[src/rtl/addr_sequencer_if.sv]
// Control/status bundle between the lab processor top level and the address sequencer.
// The master side drives the key, mode and load controls; the slave side returns the address and status.
interface addr_sequencer_if #(
  parameter int AW = 5
);
  logic          Key_n;
  logic          Run;
  logic          Dir;
  logic          WrapEn;
  logic          Load;
  logic [AW-1:0] LoadAddr;
  logic [AW-1:0] Addr;
  logic          Adv;
  logic          Wrapped;
  logic          Done;

  modport master (
    output Key_n, Run, Dir, WrapEn, Load, LoadAddr,
    input  Addr, Adv, Wrapped, Done
  );

  modport slave (
    input  Key_n, Run, Dir, WrapEn, Load, LoadAddr,
    output Addr, Adv, Wrapped, Done
  );
endinterface

[src/rtl/addr_sequencer.sv]
// Instruction-memory address sequencer: a debounced key or a prescaled tick advances the address.
// Counting can go up or down, and it can wrap or stop at the end. A synchronous load overrides advancing.
module addr_sequencer #(
  parameter int AW        = 5,
  parameter int DEPTH     = 32,
  parameter int TICK_DIV  = 4,
  parameter int DB_CYCLES = 3
) (
  input logic            Clock,
  input logic            Resetn,
  addr_sequencer_if.slave bus
);

  localparam int PW = (TICK_DIV > 1) ? $clog2(TICK_DIV) : 1;
  localparam int CW = $clog2(DB_CYCLES + 1);
  localparam logic [AW-1:0] LAST      = AW'(DEPTH - 1);
  localparam logic [PW-1:0] TICK_LAST = PW'(TICK_DIV - 1);
  localparam logic [CW-1:0] DB_LAST   = CW'(DB_CYCLES - 1);

  typedef enum logic [1:0] {REL, PRESS_CHK, PRESSED, REL_CHK} db_state_t;

  logic          key_p0, key_p1;
  db_state_t     db_state;
  logic [CW-1:0] db_cnt;
  logic          press_p2;
  logic [PW-1:0] pre_cnt;
  logic          tick;
  logic          adv_req;
  logic [AW-1:0] addr_q;
  logic          adv_q, wrapped_q, done_q;

  function automatic logic [AW-1:0] clamp_addr(input logic [AW-1:0] a);
    return (a > LAST) ? LAST : a;
  endfunction

  // Stage p0/p1: two-flop synchroniser for the asynchronous key
  always_ff @(posedge Clock or negedge Resetn) begin
    if (!Resetn) begin
      key_p0 <= 1'b1;
      key_p1 <= 1'b1;
    end else begin
      key_p0 <= bus.Key_n;
      key_p1 <= key_p0;
    end
  end

  // Stage p2: debounce FSM, one press pulse per stable press
  always_ff @(posedge Clock or negedge Resetn) begin
    if (!Resetn) begin
      db_state <= REL;
      db_cnt   <= '0;
      press_p2 <= 1'b0;
    end else begin
      press_p2 <= 1'b0;
      case (db_state)
        REL: if (!key_p1) begin
          if (DB_CYCLES == 1) begin
            db_state <= PRESSED;
            press_p2 <= 1'b1;
          end else begin
            db_state <= PRESS_CHK;
            db_cnt   <= CW'(1);
          end
        end
        PRESS_CHK: begin
          if (key_p1) db_state <= REL;
          else if (db_cnt == DB_LAST) begin
            db_state <= PRESSED;
            press_p2 <= 1'b1;
          end else db_cnt <= db_cnt + 1'b1;
        end
        PRESSED: if (key_p1) begin
          if (DB_CYCLES == 1) db_state <= REL;
          else begin
            db_state <= REL_CHK;
            db_cnt   <= CW'(1);
          end
        end
        REL_CHK: begin
          if (!key_p1) db_state <= PRESSED;
          else if (db_cnt == DB_LAST) db_state <= REL;
          else db_cnt <= db_cnt + 1'b1;
        end
        default: db_state <= REL;
      endcase
    end
  end

  // Prescaler holds while Done so it resumes where it stopped after a load
  always_ff @(posedge Clock or negedge Resetn) begin
    if (!Resetn) pre_cnt <= '0;
    else if (!bus.Run) pre_cnt <= '0;
    else if (!done_q) pre_cnt <= (pre_cnt == TICK_LAST) ? '0 : pre_cnt + 1'b1;
  end

  assign tick    = bus.Run && !done_q && (pre_cnt == TICK_LAST);
  assign adv_req = bus.Run ? tick : press_p2;

  // Address register: load has priority; wrapping is explicit at DEPTH-1, not modulo 2**AW
  always_ff @(posedge Clock or negedge Resetn) begin
    if (!Resetn) begin
      addr_q    <= '0;
      adv_q     <= 1'b0;
      wrapped_q <= 1'b0;
      done_q    <= 1'b0;
    end else begin
      adv_q     <= 1'b0;
      wrapped_q <= 1'b0;
      if (bus.Load) begin
        addr_q <= clamp_addr(bus.LoadAddr);
        done_q <= 1'b0;
      end else if (adv_req && !done_q) begin
        if (bus.Dir ? (addr_q < LAST) : (addr_q != '0)) begin
          addr_q <= bus.Dir ? addr_q + 1'b1 : addr_q - 1'b1;
          adv_q  <= 1'b1;
        end else if (bus.WrapEn) begin
          addr_q    <= bus.Dir ? '0 : LAST;
          adv_q     <= 1'b1;
          wrapped_q <= 1'b1;
        end else begin
          done_q <= 1'b1;
        end
      end
    end
  end

  assign bus.Addr    = addr_q;
  assign bus.Adv     = adv_q;
  assign bus.Wrapped = wrapped_q;
  assign bus.Done    = done_q;

endmodule
[src/flat_wrapper.sv]
// flat-port wrapper written by rule: the top's interface ports become plain ports
module addr_sequencer_flat 
#(
  parameter int AW        = 5,
  parameter int DEPTH     = 32,
  parameter int TICK_DIV  = 4,
  parameter int DB_CYCLES = 3
)
  (Clock, Resetn, bus_Key_n, bus_Run, bus_Dir, bus_WrapEn, bus_Load, bus_LoadAddr, bus_Addr, bus_Adv, bus_Wrapped, bus_Done);
  addr_sequencer_if #(.AW(AW)) bus_i ();
  input logic Clock;
  input logic Resetn;
  input wire logic [$bits(bus_i.Key_n)-1:0] bus_Key_n;
  input wire logic [$bits(bus_i.Run)-1:0] bus_Run;
  input wire logic [$bits(bus_i.Dir)-1:0] bus_Dir;
  input wire logic [$bits(bus_i.WrapEn)-1:0] bus_WrapEn;
  input wire logic [$bits(bus_i.Load)-1:0] bus_Load;
  input wire logic [$bits(bus_i.LoadAddr)-1:0] bus_LoadAddr;
  output wire logic [$bits(bus_i.Addr)-1:0] bus_Addr;
  output wire logic [$bits(bus_i.Adv)-1:0] bus_Adv;
  output wire logic [$bits(bus_i.Wrapped)-1:0] bus_Wrapped;
  output wire logic [$bits(bus_i.Done)-1:0] bus_Done;
  assign bus_i.Key_n = bus_Key_n;
  assign bus_i.Run = bus_Run;
  assign bus_i.Dir = bus_Dir;
  assign bus_i.WrapEn = bus_WrapEn;
  assign bus_i.Load = bus_Load;
  assign bus_i.LoadAddr = bus_LoadAddr;
  assign bus_Addr = bus_i.Addr;
  assign bus_Adv = bus_i.Adv;
  assign bus_Wrapped = bus_i.Wrapped;
  assign bus_Done = bus_i.Done;
  addr_sequencer #(.AW(AW), .DEPTH(DEPTH), .TICK_DIV(TICK_DIV), .DB_CYCLES(DB_CYCLES)) u_core (.Clock(Clock), .Resetn(Resetn), .bus(bus_i));
endmodule
[config.mk]
export PLATFORM = sky130hd
export DESIGN_NAME = addr_sequencer_flat
export DESIGN_NICKNAME = d
export VERILOG_FILES = /design/src/rtl/addr_sequencer_if.sv /design/src/rtl/addr_sequencer.sv /design/src/flat_wrapper.sv
export SDC_FILE = /design/constraint.sdc
export NUM_CORES = 1
export LEC_CHECK = 0
export BUFFER_PORTS_ARGS = -buffer_cell sky130_fd_sc_hd__buf_2
export CORE_MARGIN = 2
export CORE_UTILIZATION = 50
export CTS_BUF_LIST = sky130_fd_sc_hd__clkbuf_2 sky130_fd_sc_hd__clkbuf_4 sky130_fd_sc_hd__clkbuf_8
export DETAILED_ROUTE_END_ITERATION = 7
export GPL_TIMING_DRIVEN = 1
export PLACE_DENSITY = 0.74
export SETUP_SLACK_MARGIN = 0.5
export SLEW_MARGIN = 20
export SYNTH_ARGS = -nofsm -noshare
export SYNTH_HDL_FRONTEND = slang
export SYNTH_SLANG_ARGS = --single-unit
[constraint.sdc]
create_clock -name Clock -period 2.7 [get_ports Clock]
set_clock_uncertainty 0.15 [all_clocks]
set_input_delay 0.27 -clock Clock [delete_from_list [all_inputs] [get_ports Clock]]
set_output_delay 0.27 -clock Clock [all_outputs]
set_load 0.005 [all_outputs]
==> reports/metrics.sh <==
CHIP_WIDTH_UM=47.0
SYNTH-XOR-AREA-SHARE=0.0569
GRTUSAGETOTAL=0.187
RELSLEWSLACK=0.669
PLACE.PORT_BUFFERS=19
RSZ0062_AT_GRT='no'
CTS_SINKS=17
YOSYS-MUX-AREA-FRACTION=0.0325
ROUTED-VIA-COUNT=706
DETAIL_ROUTE.WL_PER_CELL_UM=12.4
SYNTH.NET_COUNT=109
YOSYS.AREA.TOP_TYPE_SHARE=0.407
SYNTHTOPCELLSBYAREA='sky130_fd_sc_hd__dfrtp_1, sky130_fd_sc_hd__ha_1, sky130_fd_sc_hd__dfstp_2'
REG2REG_SLACK_NS=0.80
FIRST_GLOBAL_VIAS=685
SYNTH-WARNING-COUNT=0
YOSYS.AREA_SHARE.SIMPLE=0.201
SYNTH_COMPOUND_AREA_FRAC=0.133
WORST-SLEW-PIN-TRANSITION_NS=0.492
CLOCK_TREE.HTREE_LEVEL_COUNT=1
POST_SYNTH_EDFFS=0
YOSYS.CELL_COUNT.TOP_TYPE='sky130_fd_sc_hd__dfrtp_1'
VIASPERCELL=5.04
YOSYS.AREA.TOP_TYPE='sky130_fd_sc_hd__dfrtp_1'
GRT_FIRST_PASS_WIRELENGTH_UM=2870
CLOCK-ROOT-BUFFER='sky130_fd_sc_hd__clkbuf_4'
MAXIMUM_NUMBER_OF_PINS_ON_ONE_NET_BEFORE_GLOBAL_ROUTE_REPAIR=18
INITIAL_CORE_UTIL=0.535
YOSYSSEQAREASHARE=0.463
CTS_BUFFERS=3
PWR_DENSITY_nW_PER_UM2=597
CLOCK_TREE.BUFFER_DEPTH=2
LAYOUT-DRIVE-GT1-SHARE=0.261
OUTCOME='complete, no violations'
SETUP_VIOL_COUNT_FINAL=0
SYNTH.LIB_CELLS_USED.DISTINCT=25
AREA_GROWTH_PCT=18.4
POWER_LEAKAGE_nW=0.535
ROUTE.MET2.WL_UM=823
POST-LAYOUT-TOTAL-POWER_mW=0.653
DESIGN.DIE.AREA_UM2=2210
GLOBALROUTE.TOTALOVERFLOW=0
FINAL_WEIGHTED_CONGESTION_OF_ROUTABILITY_DRIVEN_GLOBAL_PLACEMENT=0.875
WORST_IR_DROP_VDD_V=0.000396
TIMING.RR.START='u_core.bus.Addr[0]'
FF_TO_FF_END='u_core.bus.Addr[4]'
ROUTE.MET3.WL_UM=70
ANTENNA_FOUND_INITIAL=0
TOTAL_HALF_PERIMETER_WIRELENGTH_AFTER_LEGALIZATION_AND_DETAILED_PLACEMENT_UM=1320
FINAL_NET_COUNT=134
SYNTH_CELLS=91
SYNTHARSTFLOPSHARE=1.00
FINAL_HOLD_VIOL_COUNT=0
ANTENNA_CELLS_INSERTED=0
CAP_VIOL_MAX_COUNT=0
DIE-HEIGHT_UM=47.0
SYNTH_TOP_FLOP_CELL='sky130_fd_sc_hd__dfrtp_1'
IOS=20
HIGHEST_SIGNAL_LAYER='met4'
WORST_SETUP_PATH_STARTPOINT='u_core.bus.Addr[0]'
ADDER_CELL_SHARE_OF_THE_SYNTHESIZED_AREA=0.0894
HIGHEST_CLOCK_RATE_GHz=0.525
SLEW_VIOL_FINAL=0
R2R_CELLS=7
YS_SEQ_ELEMENTS=17
FIRSTDRTPASSITERS=4
SYNTHTOPCELLSBYCOUNT='sky130_fd_sc_hd__dfrtp_1, sky130_fd_sc_hd__nand2_1, sky130_fd_sc_hd__nor3_1, sky130_fd_sc_hd__o21ai_0'
FLOORPLAN.ROWS=15
TRITONCTS='built'
PLACEABLECOREAREA_UM2=1730
PATH_CLASS='flop to flop'
SYN_AREA_UM2=923
CLK-INSERTION-DELAY-LATE_NS=0.29
CRITICAL_PATH_ARRIVAL_NS=1.94
ROUTED_WIRELENGTH_UM=1740
CP.REQUIRED_NS=2.74
WORST_MIN_DELAY_PATH_CLASS='primary input to flop'
FINAL_PERIOD_MINUS_WORST_SETUP_SLACK_NS=1.90
WORSTPATHMAXFANOUT=6
FILLER_CELL_COUNT=158
M1_WL_UM=838
DRC_VIOLATIONS=0
FIN_TNS_SETUP_NS=0
WORST_SETUP_PATH_ENDPOINT='u_core.bus.Addr[4]'
CLKTRANSATPATHREGS_NS=0.10
SETUP.WORST_PATH.START_CLASS='flop'
NUMBER_OF_ROUTED_NETS_WITH_ANTENNA_VIOLATIONS=0
AVGSYNTHCELLAREA_UM2=10.1
CRITICAL_PATH.ENDPOINT_TYPE='flop'
DOMINANT_COMBINATIONAL_CELL_FAMILY_BY_AREA_AFTER_SYNTHESIS='simple AND/OR/NAND/NOR gates'
FIN_CRIT_SH=0.705
DETAILEDROUTE.FIRSTITERATIONVIOLATIONS=8
per-stage QoR:
step	worst slack, ns	hold slack (ns)	cell area (um2)	instances	utilization
2_1_floorplan	0.881	-0.176	923	91	-
3_3_place_gp	0.860	0.0601	1050	134	0.606
3_5_place_dp	0.813	0.0660	1050	134	0.606
4_1_cts	0.794	0.0355	1090	140	0.633
5_1_grt	0.681	0.0370	1090	140	0.633
6_report	0.795	0.0380	1090	140	0.633
cells by family after synthesis:
| kind of cell | Yosys count |
|---|---|
| compound gates | 19 |
| xor+xnor | 6 |
| fa+ha+maj | 6 |
| buf+inv | 6 |
| flops | 17 |
| mux | 3 |
| simple gates | 34 |
metal layers:
layer,GRT usage,vias to the layer above
met5,0,-
met4,0.0667,0
met3,0.0346,2
met2,0.323,16
met1,0.233,326
li1,-,362
power by group:
| group | internal [mW] | switching (mW) | leakage, nW |
|---|---|---|---|
| clock | 0.0551 | 0.0818 | 0.0177 |
| combinational | 0.0873 | 0.0936 | 0.309 |
| sequential | 0.299 | 0.0366 | 0.208 |
how the worst min path moves through the flow:
stage,start,to,cells after the start
after CTS,bus_LoadAddr[0],u_core.bus.Addr[0],3
after floorplan,Resetn,async pin,0
after global placement,Resetn,u_core.bus.Wrapped,1
after global routing,bus_LoadAddr[0],u_core.bus.Addr[0],3
after detailed placement,Resetn,u_core.bus.Adv,1
final,bus_LoadAddr[1],u_core.bus.Addr[1],3
cell type report:
type,instances,area (um2),area share
multi-input cells,68,473,0.432
clock buffers,3,22.5,0.0206
clock inverters,1,5.00,0.00458
well taps,25,31.3,0.0286
repair buffers,21,115,0.105
flip-flops and latches,17,428,0.391
inverters,5,18.8,0.0172
sequential cells by signal (all words and copies together), names as in the netlist, named ones only:
signal	flops
u_core.bus.Adv	1
u_core.key_p1	1
u_core.bus.Done	1
u_core.db_state	1
u_core.pre_cnt	2
u_core.key_p0	1
u_core.bus.Addr	5
u_core.bus.Wrapped	1
u_core.db_cnt	2
u_core.press_p2	1
worst max-delay path, cell delays in order (launching register included):
cell	delay (ns)
sky130_fd_sc_hd__dfrtp_1	0.45
sky130_fd_sc_hd__inv_1	0.09
sky130_fd_sc_hd__fa_1	0.45
sky130_fd_sc_hd__nand2b_1	0.15
sky130_fd_sc_hd__a21oi_1	0.15
sky130_fd_sc_hd__xnor2_1	0.13
sky130_fd_sc_hd__o21ai_0	0.09
sky130_fd_sc_hd__o311a_1	0.14
cell usage in the layout, fill, tap and decap left out, drive strengths merged:
master       count
nor3             6
nor2             6
fa               1
nand2b           5
buf             19
nor4             2
a211o            1
ha               5
o311a            3
xor2             2
and3             2
nand2           10
mux2i            3
dfrtp           15
inv              5
o21ai            8
xnor2            4
a21oi            5
clkinv           1
dfstp            2
clkbuf           3
nor2b            2
dlygate4sd3      2
a21o             2
and3b            1
timing repair:
| action | CTS | global route |
|---|---|---|
| buffers inserted | 0 | 0 |
| hold buffers | 2 | 0 |
| endpoints found under the hold margin | 16 | 0 |
| gates resized for setup | 0 | 0 |
Power figures use the tool's default switching activity.
